`src/rtl/led_flash_multi.sv`:
```
// led_flash_multi: N_CH independent button-to-LED flash channels.
// Each channel synchronises and debounces an active-low button. A press starts
// either a burst of FLASH_COUNT on/off cycles or a continuous blink, depending
// on i_MODE as sampled at the press.
//
// Ports:
//   i_SCLK  - system clock, all state changes on the rising edge
//   i_RESET - asynchronous active-high reset
//   i_BTN   - raw buttons, active-low, one bit per channel
//   i_MODE  - 0 = burst, 1 = continuous blink (latched per channel at press)
//   o_LED   - registered LED drive, 1 = lit (only while in ON)
//   o_BUSY  - registered, 1 while the channel FSM is not idle
//   o_DONE  - one-clock pulse when a burst completes normally
module led_flash_multi #(
    parameter int unsigned N_CH        = 4,
    parameter int unsigned DEB_CYCLES  = 3,
    parameter int unsigned HALF_PERIOD = 4,
    parameter int unsigned FLASH_COUNT = 3
) (
    input  logic            i_SCLK,
    input  logic            i_RESET,
    input  logic [N_CH-1:0] i_BTN,
    input  logic            i_MODE,
    output logic [N_CH-1:0] o_LED,
    output logic [N_CH-1:0] o_BUSY,
    output logic [N_CH-1:0] o_DONE
);

    localparam int unsigned DEB_W = $clog2(DEB_CYCLES) + 1;
    localparam int unsigned PH_W  = $clog2(HALF_PERIOD) + 1;
    localparam int unsigned FL_W  = $clog2(FLASH_COUNT) + 1;

    typedef enum logic [1:0] {StIdle, StOn, StOff} state_e;

    for (genvar g = 0; g < N_CH; g++) begin : g_ch
        logic             sync1_q, sync2_q;
        logic             deb_q, deb_prev_q, press_q;
        logic [DEB_W-1:0] deb_cnt_q;
        state_e           state_q, state_d;
        logic [PH_W-1:0]  phase_q, phase_d;
        logic [FL_W-1:0]  flash_q, flash_d;
        logic             mode_q, mode_d;
        logic             led_d, busy_d, done_d;
        logic             led_q, busy_q, done_q;

        // Synchroniser, debouncer and press-edge detector.
        always_ff @(posedge i_SCLK or posedge i_RESET) begin
            if (i_RESET) begin
                sync1_q    <= 1'b1;
                sync2_q    <= 1'b1;
                deb_q      <= 1'b1;
                deb_prev_q <= 1'b1;
                press_q    <= 1'b0;
                deb_cnt_q  <= '0;
            end else begin
                sync1_q    <= i_BTN[g];
                sync2_q    <= sync1_q;
                deb_prev_q <= deb_q;
                // Registered one-clock pulse on a debounced 1->0 transition.
                press_q    <= deb_prev_q & ~deb_q;
                if (sync2_q != deb_q) begin
                    if (deb_cnt_q == DEB_W'(DEB_CYCLES - 1)) begin
                        deb_q     <= sync2_q;
                        deb_cnt_q <= '0;
                    end else begin
                        deb_cnt_q <= deb_cnt_q + DEB_W'(1);
                    end
                end else begin
                    deb_cnt_q <= '0;
                end
            end
        end

        // FSM state register plus registered outputs.
        always_ff @(posedge i_SCLK or posedge i_RESET) begin
            if (i_RESET) begin
                state_q <= StIdle;
                phase_q <= '0;
                flash_q <= '0;
                mode_q  <= 1'b0;
                led_q   <= 1'b0;
                busy_q  <= 1'b0;
                done_q  <= 1'b0;
            end else begin
                state_q <= state_d;
                phase_q <= phase_d;
                flash_q <= flash_d;
                mode_q  <= mode_d;
                led_q   <= led_d;
                busy_q  <= busy_d;
                done_q  <= done_d;
            end
        end

        // Next-state logic.
        always_comb begin
            state_d = state_q;
            phase_d = phase_q;
            flash_d = flash_q;
            mode_d  = mode_q;
            unique case (state_q)
                StIdle: begin
                    if (press_q) begin
                        state_d = StOn;
                        mode_d  = i_MODE;
                        flash_d = FL_W'(FLASH_COUNT);
                        phase_d = '0;
                    end
                end
                StOn, StOff: begin
                    // Only a continuous-mode channel reacts to a press while busy.
                    if (press_q && mode_q) begin
                        state_d = StIdle;
                        phase_d = '0;
                    end else if (phase_q == PH_W'(HALF_PERIOD - 1)) begin
                        phase_d = '0;
                        if (state_q == StOn) begin
                            state_d = StOff;
                        end else if (mode_q) begin
                            state_d = StOn;
                        end else begin
                            flash_d = flash_q - FL_W'(1);
                            state_d = (flash_q != FL_W'(1)) ? StOn : StIdle;
                        end
                    end else begin
                        phase_d = phase_q + PH_W'(1);
                    end
                end
                default: begin
                    state_d = StIdle;
                end
            endcase
        end

        // Output decode; a burst-mode OFF->IDLE move is always a normal completion.
        always_comb begin
            led_d  = (state_d == StOn);
            busy_d = (state_d != StIdle);
            done_d = (state_q == StOff) && (state_d == StIdle) && !mode_q;
        end

        assign o_LED[g]  = led_q;
        assign o_BUSY[g] = busy_q;
        assign o_DONE[g] = done_q;
    end

endmodule

```
`config.mk`:
```
export PLATFORM = sky130hd
export DESIGN_NAME = led_flash_multi
export DESIGN_NICKNAME = d
export VERILOG_FILES = /design/src/rtl/led_flash_multi.sv
export SDC_FILE = /design/constraint.sdc
export NUM_CORES = 1
export LEC_CHECK = 0
export CAP_MARGIN = 25
export CORE_UTILIZATION = 30
export CTS_CLUSTER_SIZE = 20
export DETAILED_ROUTE_END_ITERATION = 8
export SYNTH_ARGS = -nofsm -noshare
export SYNTH_HDL_FRONTEND = slang
export SYNTH_SLANG_ARGS = --single-unit
```
`constraint.sdc`:
```
create_clock -name i_SCLK -period 4 [get_ports i_SCLK]
set_clock_uncertainty 0.1 [all_clocks]
set_input_delay 0.6 -clock i_SCLK [delete_from_list [all_inputs] [get_ports i_SCLK]]
set_output_delay 0.6 -clock i_SCLK [all_outputs]
set_load 0.01 [all_outputs]
```
=== After elaboration in Yosys (flattened, before gate mapping) ===
Index checks and enable logic that the tools add are counted.

* $add $sub $neg: 12
* Order comparisons: 0
* Shift operators: 0
* Equality and inequality tests: 48
* $mul: 0
* Mux-type cells: 76
* Reduce and logical (&&, ||, !) cells: 52
* Bitwise operators: 8
* Div/mod/pow operators: 0

{| class="wikitable"
|+ Operators with widths
! operator !! count
|-
| 2-to-1 mux 3 bit || 40
|-
| case mux 3 bit (2 select lines) || 8
|-
| inequality test 2 bit (second input constant) || 20
|-
| 2-to-1 mux 2 bit || 16
|-
| adder 3 x 1 -> 3 bit (second input constant) || 8
|-
| equality test 3 x 2 -> 1 bit (second input constant) || 8
|-
| AND reduction 2 bit || 12
|-
| AND reduction 6 bit || 4
|-
| equality test 2 x 1 -> 1 bit (second input constant) || 8
|-
| logical NOT 2 bit || 8
|-
| case mux 2 bit (2 select lines) || 4
|-
| nonzero test 2 bit || 8
|-
| logical AND 1 bit || 12
|-
| inequality test 3 x 1 -> 1 bit (second input constant) || 4
|-
| subtractor 3 x 1 -> 3 bit (second input constant) || 4
|-
| equality test 2 bit (second input constant) || 4
|-
| 2-to-1 mux 1 bit || 8
|-
| OR reduction 2 bit || 4
|-
| bitwise AND 1 bit || 4
|-
| logical NOT 1 bit || 4
|-
| inequality test 1 bit || 4
|-
| inverter 1 bit || 4
|}

* Register bits: 80
* Memories kept: 0
* Input port bits: 7
* Logic and storage cells: 248
* Latch bits: 0
* Output and inout bits: 12
* Bits in read-only memories: 0
* Bits in writable memories: 0

=== Longest topological paths before layout ===
Gate-level depths: netlist (run 1).

* Depth in word-level cells: 10
* Gate-level depth with buffers: 7
* Depth with buffers taken out: 7

=== Worst setup path after synthesis (run 1) ===
OpenSTA, ideal clock, no wires.

* Path type: reg-to-reg
* From: register g_ch[1].state_q[0]
* To: register g_ch[1].flash_q[2]
* Path buffers: 0
* Period minus slack after synthesis: 1.883 ns
* Arrival time: 1.661 ns
* Data required time: 3.778 ns
* Setup slack: 2.117 ns
* Setup time: 0.122 ns
* Cell stages (with the launch flop): 7
* Cell sequence: dfrtp_1 inv_1 ha_1 mux2i_1 a211oi_2 o21ai_1 a32o_1

* Word-level cells in the longest chain between the ends: 4
* Elaborated cells between the ends (all ways): 12
* Classes of those cells: 7 x eq/ne; 1 x mux; 4 x reduce/logical

{| class="wikitable"
|+ Ends and longest elaborated chain
! what !! line !! RTL
|-
| from (decl) || 39 || <nowiki>state_e state_q, state_d;</nowiki>
|-
| from (signal assigned) || 77 || <nowiki>state_q <= StIdle;</nowiki>
|-
| from (signal assigned) || 85 || <nowiki>state_q <= state_d;</nowiki>
|-
| equality test 2 x 1 -> 1 bit / equality test 2 bit (equally long branches) || 101, 117 ||
|-
| OR reduction 2 bit || 101 || <nowiki>unique case (state_q)</nowiki>
|-
| inequality test 2 bit (no line) / nonzero test 2 bit (equally long branches) || - ||
|-
| AND reduction 6 bit (no line) || - ||
|-
| to (signal assigned) || 87 || <nowiki>flash_q <= flash_d;</nowiki>
|-
| to (decl) || 41 || <nowiki>logic [FL_W-1:0] flash_q, flash_d;</nowiki>
|}

Several ways; a longest one is shown, not always the timed one.
A chain may end at the register's enable or synchronous reset.

=== Worst setup path after layout (run 1) ===
* From: register g_ch[0].state_q[0]
* To: register g_ch[0].flash_q[2]

* Word-level cells in the longest chain between the ends: 4
* Elaborated cells between the ends (all ways): 12
* Classes of those cells: 7 x eq/ne; 1 x mux; 4 x reduce/logical

{| class="wikitable"
|+ Ends and longest elaborated chain
! what !! line
|-
| from (decl) || 39
|-
| from (signal assigned) || 77
|-
| from (signal assigned) || 85
|-
| equality test 2 x 1 -> 1 bit / equality test 2 bit (equally long branches) || 101, 117
|-
| OR reduction 2 bit || 101
|-
| inequality test 2 bit (no line) / nonzero test 2 bit (equally long branches) || -
|-
| AND reduction 6 bit (no line) || -
|-
| to (signal assigned) || 87
|-
| to (decl) || 41
|}

Several ways; a longest one is shown, not always the timed one.

==> flow_metrics.tcl, run 1 <==
set metrics [dict create \
    drc 0 \
    switching_share_pct 35.28 \
    cap_violations 0 \
    drv_slew 0 \
    hp-class "register to register" \
    antenna_found_initial 0 \
    synth_common_cells "dfrtp_1 (64), nand2_1 (33), ha_1 (31)" \
    fill_cells 1222 \
    dp.final_hpwl_um 4318 \
    yosysWarningCount 0 \
    cp-start-kind "register" \
    clockPowerShare_pct 24.9 \
    synth_top_family_by_area "simple AND/OR/NAND/NOR gates" \
    area_growth_syn_to_layout_pct 16.52 \
    end_kind "register" \
    boundaryPins 19 \
    p_seq_share_pct 37.6 \
    status "completed" \
    num_rows 41 \
    syn-num-nets 395 \
    path_class "register to register" \
    place_congestion 0.8632 \
    grt_max_degree 46 \
    first_pass_iters 4 \
    cts_num_sinks 80 \
    track_usage_pct 10.35 \
    synth-seq-cells 80 \
    cp.required_ns 4.12 \
    drive_above_1_share_pct 12.96 \
    drtIter0Drc 133 \
    fmax_mhz 441.1 \
    synth_xor_area_share_pct 1.766 \
    arrival_ns 2.39 \
    synth-seq-area-share_pct 50.96 \
    tightestPinTransition_ns 0.7808 \
    yosys.area.top_type "dfrtp_1" \
    clk_pin_slew_ns 0.06 \
    start_util_pct 31.06 \
    htree_num_levels 3 \
    portBuffers 18 \
    grt_overflow 0 \
    yosys.area.top_type_share_pct 40.37 \
    setup_viol 0 \
    fin_setup_tns_ns 0 \
    synth_edf_count 0 \
    clkLatencyLatePin_ns 0.33 \
    p_leak_nw 2.026 \
    fin_crit_sh_pct 56.68 \
    holdWs_ns 0.2544 \
    synth_compound_area_share_pct 11.01 \
    yosys.cell_count.top_type "dfrtp_1" \
    die_w_um 117 \
    final_hold_viol_count 0 \
    syn-cell-area_sq_um 3968 \
    grt_pass1_vias 2499 \
    synth_area_leaders "dfrtp_1 (40%), dfstp_2 (11%), ha_1 (9.8%)" \
    fin_nets 411 \
    yosysUniqueCellTypes 53 \
    synth-adder-area-share_pct 9.776 \
    synthMuxAreaShare_pct 5.172 \
    grt_pass1_wl_um 10990 \
    core_sq_um 12770 \
    cts_root_buffer "clkbuf_16" \
    grt_setup_unrepaired "false" \
    syn_area_per_cell_sq_um 11.11 \
    cts_tree "yes" \
    crit_fanout 12 \
    relSlewSlack_pct 47.87 \
    layout_min_cycle_time_ns 2.267 \
    syn_inst 357 \
    cts_buffer_depth 2 \
    die_y_um 117 \
    holdBufCountCts 0 \
    async_flop_share_pct 100.0 \
    p_int_mw 2.424 \
    yosys.area_share.simple_pct 16.34 \
    vias 2512 \
    wirelength_um 6203 \
    wl_per_cell_um 11.28 \
    cts_setup_buffers 0 \
    antenna_left 0 \
    ff2ff_setup_slack_ns 1.73 \
    synth-main-ff-cell "dfrtp_1" \
    cts-buffers-inserted 9 \
    die_area_sq_um 13690 \
    n_antenna_cell 0 \
    p_sw_mw 1.321 \
    via_per_inst 4.567 \
    vdd_drop_max_uv 227.7 \
    p_comb_share_pct 37.5 \
    cts-resized-gates 0 \
    p_per_area_nw_per_um2 810.1 \
]
-- critical path, stage by stage (launching register included) --
cell and delay, ns:
dfrtp_1 0.45, inv_1 0.10, ha_1 0.53, mux2i_1 0.26, a211oi_4 0.36, o21ai_1 0.12, a22o_1 0.24
-- cell type report --
cell class	instances	area, sq um	share of cell area, %
Clock buffer	13	250.2	5.413
Clock inverter	3	90.09	1.949
Inverter	26	97.59	2.111
Multi-Input combinational cell	237	1748	37.81
Sequential cell	80	2022	43.73
Tap cell	172	215.2	4.655
Timing Repair Buffer	19	200.2	4.330
-- metal layers --
layer	vias up	global-route usage, %	share of wire, %
li1	1248	-	-
met1	1224	12.35	48
met2	34	17.04	48
met3	6	3.553	3.2
met4	0	4.388	1.0
met5	-	0	0
-- flip-flops by register name, indices dropped and copies added, names as in the netlist --
register	cells
g_ch.sync1_q	4
g_ch.mode_q	4
g_ch.sync2_q	4
g_ch.busy_q	4
g_ch.deb_prev_q	4
g_ch.done_q	4
g_ch.press_q	4
g_ch.deb_cnt_q	12
g_ch.flash_q	12
g_ch.led_q	4
g_ch.phase_q	12
g_ch.deb_q	4
g_ch.state_q	8
-- power by group through the flow --
stage | registers, mW | logic, mW | clock network (mW)
CTS | 1.41 | 1.42 | 0.966
global route | 1.46 | 1.59 | 0.998
global placement | 1.41 | 1.37 | 0
floorplan | 1.35 | 1.17 | 0
detailed placement | 1.42 | 1.41 | 0
finish | 1.41 | 1.41 | 0.932
-- per-stage QoR --
| step | utilization (%) | power, mW | std cells | instance area, sq um | setup slack (ns) |
|---|---|---|---|---|---|
| 2_1_floorplan | - | 2.521 | 357 | 3968 | 1.275 |
| 3_3_place_gp | 33.53 | 2.785 | 534 | 4283 | 1.845 |
| 3_5_place_dp | 33.53 | 2.829 | 534 | 4283 | 1.745 |
| 4_1_cts | 36.19 | 3.798 | 550 | 4623 | 1.736 |
| 5_1_grt | 36.19 | 4.054 | 550 | 4623 | 1.553 |
| 6_report | 36.19 | 3.745 | 550 | 4623 | 1.733 |
-- cells in the final DEF, fill, tap and decap left out, drive strengths merged, types with 3 or more instances in the layout --
master and n:
nand4 3, nor3b 4, nand3 10, ha 31, o21a 8, clkbuf 13, nand2b 8, a211oi 4
nor2 24, dfstp 16, clkdlybuf4s50 18, or3b 8, xnor2 4, o21ai 12, mux2i 7, a31oi 4
a21boi 3, nand2 33, a21oi 6, a22oi 3, nor3 4, dfrtp 64, xor2 4, nor4b 3
mux2 12, nor2b 18, inv 26, bufinv 3, o211ai 3
-- cells by family (layout without fill, tap and decap cells) --
group / after synthesis / in the layout
flip-flops: 80 / 80
AND/OR/NAND/NOR: 122 / 122
XOR/XNOR: 8 / 8
buffers and inverters: 40 / 61
multiplexers: 19 / 19
adder cells (fa/ha/maj): 31 / 31
AO/OA/AOI/OAI: 57 / 57
-- worst paths after layout --
| check | startpoint | endpoint | cells past startpoint |
|---|---|---|---|
| max | g_ch[0].state_q[0] | g_ch[0].flash_q[2] | 6 |
| min | g_ch[1].sync1_q | g_ch[1].sync2_q | 0 |
| max reg2reg | g_ch[0].state_q[0] | g_ch[0].flash_q[2] | 6 |
| min reg2reg | g_ch[1].sync1_q | g_ch[1].sync2_q | 0 |
| max in group asynchronous | i_RESET | g_ch[1].sync1_q | 3 |
| min in group asynchronous | i_RESET | g_ch[3].flash_q[2] | 2 |
(Power assumes the default switching activity.)
==> run 2: changes to the inputs <==
==> constraint.sdc (replaced) <==
create_clock -name i_SCLK -period 1.85 [get_ports i_SCLK]
set_clock_uncertainty 0.1 [all_clocks]
set_input_delay 0.2775 -clock i_SCLK [delete_from_list [all_inputs] [get_ports i_SCLK]]
set_output_delay 0.2775 -clock i_SCLK [all_outputs]
set_load 0.01 [all_outputs]
==> flow_metrics.tcl, run 2 (synthesis results as in run 1) <==
set metrics [dict create \
    r2r_start "g_ch[0].state_q[1]" \
    cts-buffers-inserted 9 \
    hold_depth 1 \
    layout_min_cycle_time_ns 1.779 \
    route.top_layer_used "met4" \
    num_rows 41 \
    crit_slowest_cell "ha_2" \
    dp.final_hpwl_um 4544 \
    p_per_area_nw_per_um2 1803 \
    slowest_delay_ns 0.37 \
    place_congestion 0.8203 \
    cts_num_sinks 80 \
    die_area_sq_um 13690 \
    crit_family "adder cells" \
    core_sq_um 12770 \
    ff2ff_setup_slack_ns 0.07 \
    grt_pass1_vias 2666 \
    boundaryPins 19 \
    drtIter0Drc 146 \
    area_growth_syn_to_layout_pct 26.02 \
    cp-start-kind "register" \
    tightestPinTransition_ns 0.4152 \
    end_kind "register" \
    hp-start "i_BTN[1]" \
    antenna_left 0 \
    first_pass_iters 6 \
    r2r_end "g_ch[0].busy_q" \
    arrival_ns 1.95 \
    final_hold_viol_count 0 \
    grt_max_degree 81 \
    reg_top3 "g_ch.deb_cnt_q x12, g_ch.flash_q x12, g_ch.phase_q x12" \
    placed_area_sq_um 4504 \
    finalPower_mw 9.015 \
    hold-path-endpoint "g_ch[1].sync1_q" \
    fin_nets 443 \
    post-place-ws_ns 0.002902 \
    path_buf_inv 2 \
    die_y_um 117 \
    grt_overflow 0 \
    hp-class "input pin to register" \
    drc 0 \
    vias 2593 \
    fin_crit_sh_pct 96.15 \
    m1WireLength_um 3115 \
    cp.required_ns 2.02 \
    ff2ff_path_depth 6 \
    cts_root_buffer "clkbuf_16" \
    drive_above_1_share_pct 23.90 \
    cts_buffer_depth 2 \
    startpoint "g_ch[0].state_q[1]" \
    wl_met3_um 180 \
    die_w_um 117 \
    clkLatencyLatePin_ns 0.34 \
    relSlewSlack_pct 72.32 \
    path_class "register to register" \
    grt_pass1_wl_um 11960 \
    wl_per_cell_um 11.38 \
    path_cells "inv_1 > ha_2 > buf_4 > nand3_1 > a221oi_4 > or2_1" \
    antenna_found_initial 0 \
    fmax_mhz 562.2 \
    via_per_inst 4.455 \
    layout_commonest_cell "dfrtp_1" \
    status "completed" \
    final_cell_mix "dfrtp_1 (64), nand2_1 (33), buf_4 (32)" \
    vdd_drop_max_uv 489.7 \
    n_antenna_cell 0 \
    htree_num_levels 3 \
    wirelength_um 6625 \
    setup_viol 0 \
    portBuffers 18 \
    track_usage_pct 11.43 \
    cts_tree "yes" \
    clk_pin_slew_ns 0.06 \
    start_util_pct 31.06 \
    crit_fanout 4 \
    p_leak_nw 2.190 \
    met2_length_um 3194 \
    fin_ws_ns 0.07131 \
    drv_slew 0 \
    fin_area_sq_um 5000 \
    cp.depth 6 \
    cap_violations 0 \
]
-- run 2: cell count changes in the layout (fill, tap and decap cells not counted), sizes merged --
| cell | before | now |
|---|---|---|
| clkinv | 0 | 1 |
| bufinv | 3 | 2 |
| clkinvlp | 0 | 1 |
| inv | 26 | 25 |
| buf | 1 | 33 |
-- run 2: worst max-delay path by stage --
stage | end | slack, ns
after floorplan | g_ch[1].flash_q[2] | 0.02
final | g_ch[0].busy_q | 0.07
after global routing | g_ch[3].busy_q | -0.008
after global placement | g_ch[2].flash_q[2] | 0.07
after CTS | g_ch[2].flash_q[2] | 0.02
after detailed placement | g_ch[0].done_q | 0.003
-- run 2: stage by stage --
| stage | cells | utilization, % | TNS (ns) | hold slack (ns) |
|---|---|---|---|---|
| 2_1_floorplan | 357 | - | 0 | 0.1820 |
| 3_3_place_gp | 563 | 35.26 | 0 | 0.2455 |
| 3_5_place_dp | 563 | 35.26 | 0 | 0.2476 |
| 4_1_cts | 579 | 37.86 | 0 | 0.2274 |
| 5_1_grt | 582 | 39.14 | -0.01013 | 0.2383 |
| 6_report | 582 | 39.14 | 0 | 0.2431 |
-- run 2: power breakdown --
group          internal, mW  switching [mW]  leakage [nW]
Combinational          2.13            2.01          1.07
Sequential             2.47           0.519         0.970
Clock                  1.22           0.666         0.154
Total                  5.82            3.19          2.19
-- run 2: final cells by class --
type | instances | area (sq um)
fill | 1209 | 7774
sequential | 80 | 2022
multi-input combinational | 237 | 1902
timing repair buffer | 51 | 440.4
clock buffer | 13 | 250.2
tap | 172 | 215.2
inverter | 26 | 101.3
clock inverter | 3 | 68.82
-- run 2: routing by layer --
| metal | global-route usage [%] | vias up |
|---|---|---|
| li1 | - | 1308 |
| met1 | 13.41 | 1249 |
| met2 | 18.90 | 25 |
| met3 | 3.193 | 11 |
| met4 | 6.414 | 0 |
| met5 | 0 | - |
-- run 2: repair_timing --
action                     in CTS  in global routing
setup buffers                   0                  3
resized for setup               2                 25
setup endpoints to repair       1                 18
hold buffers                    0                  0
pin swaps                       0                  6
==> run 3: changes to the inputs <==
--- a/config.mk
+++ b/config.mk
@@ -6,7 +6,7 @@
 export NUM_CORES = 1
 export LEC_CHECK = 0
 export CAP_MARGIN = 25
-export CORE_UTILIZATION = 30
+export CORE_UTILIZATION = 45
 export CTS_CLUSTER_SIZE = 20
 export DETAILED_ROUTE_END_ITERATION = 8
 export SYNTH_ARGS = -nofsm -noshare
==> flow_metrics.tcl, run 3 (synthesis results as in run 1) <==
set metrics [dict create \
    status "completed" \
    holdBufCountCts 0 \
    drc 0 \
    relSlewSlack_pct 74.45 \
    path_class "register to register" \
    cts_root_buffer "clkbuf_8" \
    fmax_mhz 561.3 \
    arrival_ns 1.92 \
    clockPowerShare_pct 13.4 \
    tightestPinTransition_ns 0.3726 \
    die_area_sq_um 9196 \
    core_sq_um 8382 \
    area_growth_syn_to_layout_pct 21.67 \
    final_hold_viol_count 0 \
    grt_max_degree 81 \
    clk_pin_slew_ns 0.08 \
    finalNonFillerCells 521 \
    switching_share_pct 38.33 \
    portBuffers 18 \
    ff2ff_setup_slack_ns 0.07 \
    hp-class "input pin to register" \
    vdd_drop_max_uv 689.7 \
    startpoint "g_ch[0].phase_q[0]" \
    p_int_mw 5.197 \
    drtIter0Drc 95 \
    via_per_inst 5.075 \
    grt_pass1_wl_um 11490 \
    antenna_found_initial 0 \
    start_util_pct 47.34 \
    hold_depth 1 \
    multi_input_area_sq_um 1909 \
    p_leak_nw 2.153 \
    place_congestion 0.8165 \
    p_per_area_nw_per_um2 1746 \
    grt_setup_unrepaired "true" \
    wirelength_um 6741 \
    clkLatencyLatePin_ns 0.35 \
    num_rows 33 \
    n_antenna_cell 0 \
    cp-start-kind "register" \
    layout_min_cycle_time_ns 1.781 \
    antenna_left 0 \
    wl_per_cell_um 12.94 \
    cts-buffers-inserted 9 \
    fin_crit_sh_pct 96.29 \
    r2r_end "g_ch[0].flash_q[2]" \
    boundaryPins 19 \
    track_usage_pct 16.49 \
    layout_commonest_cell "dfrtp_1" \
    fin_area_sq_um 4827 \
    dp.final_hpwl_um 4544 \
    cap_violations 0 \
    regArea_sq_um 2022 \
    ff2ff_path_depth 5 \
    cts_buffer_depth 2 \
    placed_area_sq_um 4420 \
    p_seq_share_pct 35.5 \
    drive_above_1_share_pct 26.92 \
    crit_fanout 3 \
    reg_top3 "g_ch.deb_cnt_q x12, g_ch.flash_q x12, g_ch.phase_q x12" \
    cts_tree "yes" \
    hold-path-endpoint "g_ch[1].sync1_q" \
    die_y_um 95.90 \
    setup_viol 0 \
    p_sw_mw 3.230 \
    final_cell_mix "dfrtp_1 (64), buf_4 (37), nand2_1 (33)" \
    first_pass_iters 4 \
    die_w_um 95.90 \
    cts_num_sinks 80 \
    vias 2644 \
    drv_slew 0 \
    r2r_start "g_ch[0].phase_q[0]" \
    p_comb_share_pct 51.1 \
    grt_pass1_vias 2575 \
    end_kind "register" \
    htree_num_levels 3 \
    hp-start "i_BTN[1]" \
    fin_nets 449 \
    fill_cells 710 \
    dpl.cell_count 496 \
    grt_overflow 0 \
    cp.required_ns 1.99 \
]
## run 3: worst max path at each step
stage	slack, ns	cells after the start	to
final	0.07	5	g_ch[0].flash_q[2]
after global routing	-0.04	6	g_ch[0].flash_q[0]
after CTS	0.005	6	g_ch[3].busy_q
after detailed placement	0.003	6	g_ch[0].done_q
after global placement	0.06	6	g_ch[2].led_q
after floorplan	0.02	6	g_ch[1].flash_q[2]
## run 3: worst max-delay path: stages, from the launching register on
cell,delay (ns)
dfrtp_1,0.41
ha_4,0.16
or3b_4,0.39
a211oi_4,0.30
o21ai_1,0.11
a22o_1,0.21
## run 3: cell type report
class                      instances  share of cell area [%]
multi-input combinational        237                   39.55
clock inverter                     6                  0.9590
sequential                        80                   41.89
inverter                          26                   2.100
tap                              105                   2.722
timing repair buffer              57                   10.13
clock buffer                      10                   2.644
## run 3: layer usage
layer | track usage [%] | part of all wire [%]
met1 | 20.76 | 46
met2 | 27.02 | 50
met3 | 4.581 | 2.7
met4 | 6.219 | 1.2
met5 | 0 | 0
## run 3: power by group through the flow
stage          registers, mW  logic, mW  clock network, mW
6_report                3.00       4.31               1.13
5_1_grt                 3.10       4.81               1.26
4_1_cts                 2.96       3.79               1.19
3_5_place_dp            2.99       3.76                  0
3_3_place_gp            2.96       3.69                  0
2_1_floorplan           2.92       2.53                  0
## run 3: stage by stage
| stage | worst slack (ns) | utilization (%) | hold WS, ns | power (mW) | TNS, ns |
|---|---|---|---|---|---|
| final | 0.06856 | 57.59 | 0.2299 | 8.427 | 0 |
| after global routing | -0.04442 | 57.59 | 0.1998 | 9.162 | -0.1844 |
| after CTS | 0.005124 | 54.89 | 0.2043 | 7.942 | 0 |
| after detailed placement | 0.003337 | 52.74 | 0.2475 | 6.746 | 0 |
| after global placement | 0.06134 | 52.74 | 0.2477 | 6.642 | 0 |
| after floorplan | 0.01743 | - | 0.1820 | 5.449 | 0 |
## run 3: timing repair
item | CTS | global route
gates cloned | 0 | 0
gates resized for setup | 1 | 32
pin swaps | 1 | 8
setup buffers | 0 | 9
setup endpoints to repair | 3 | 21
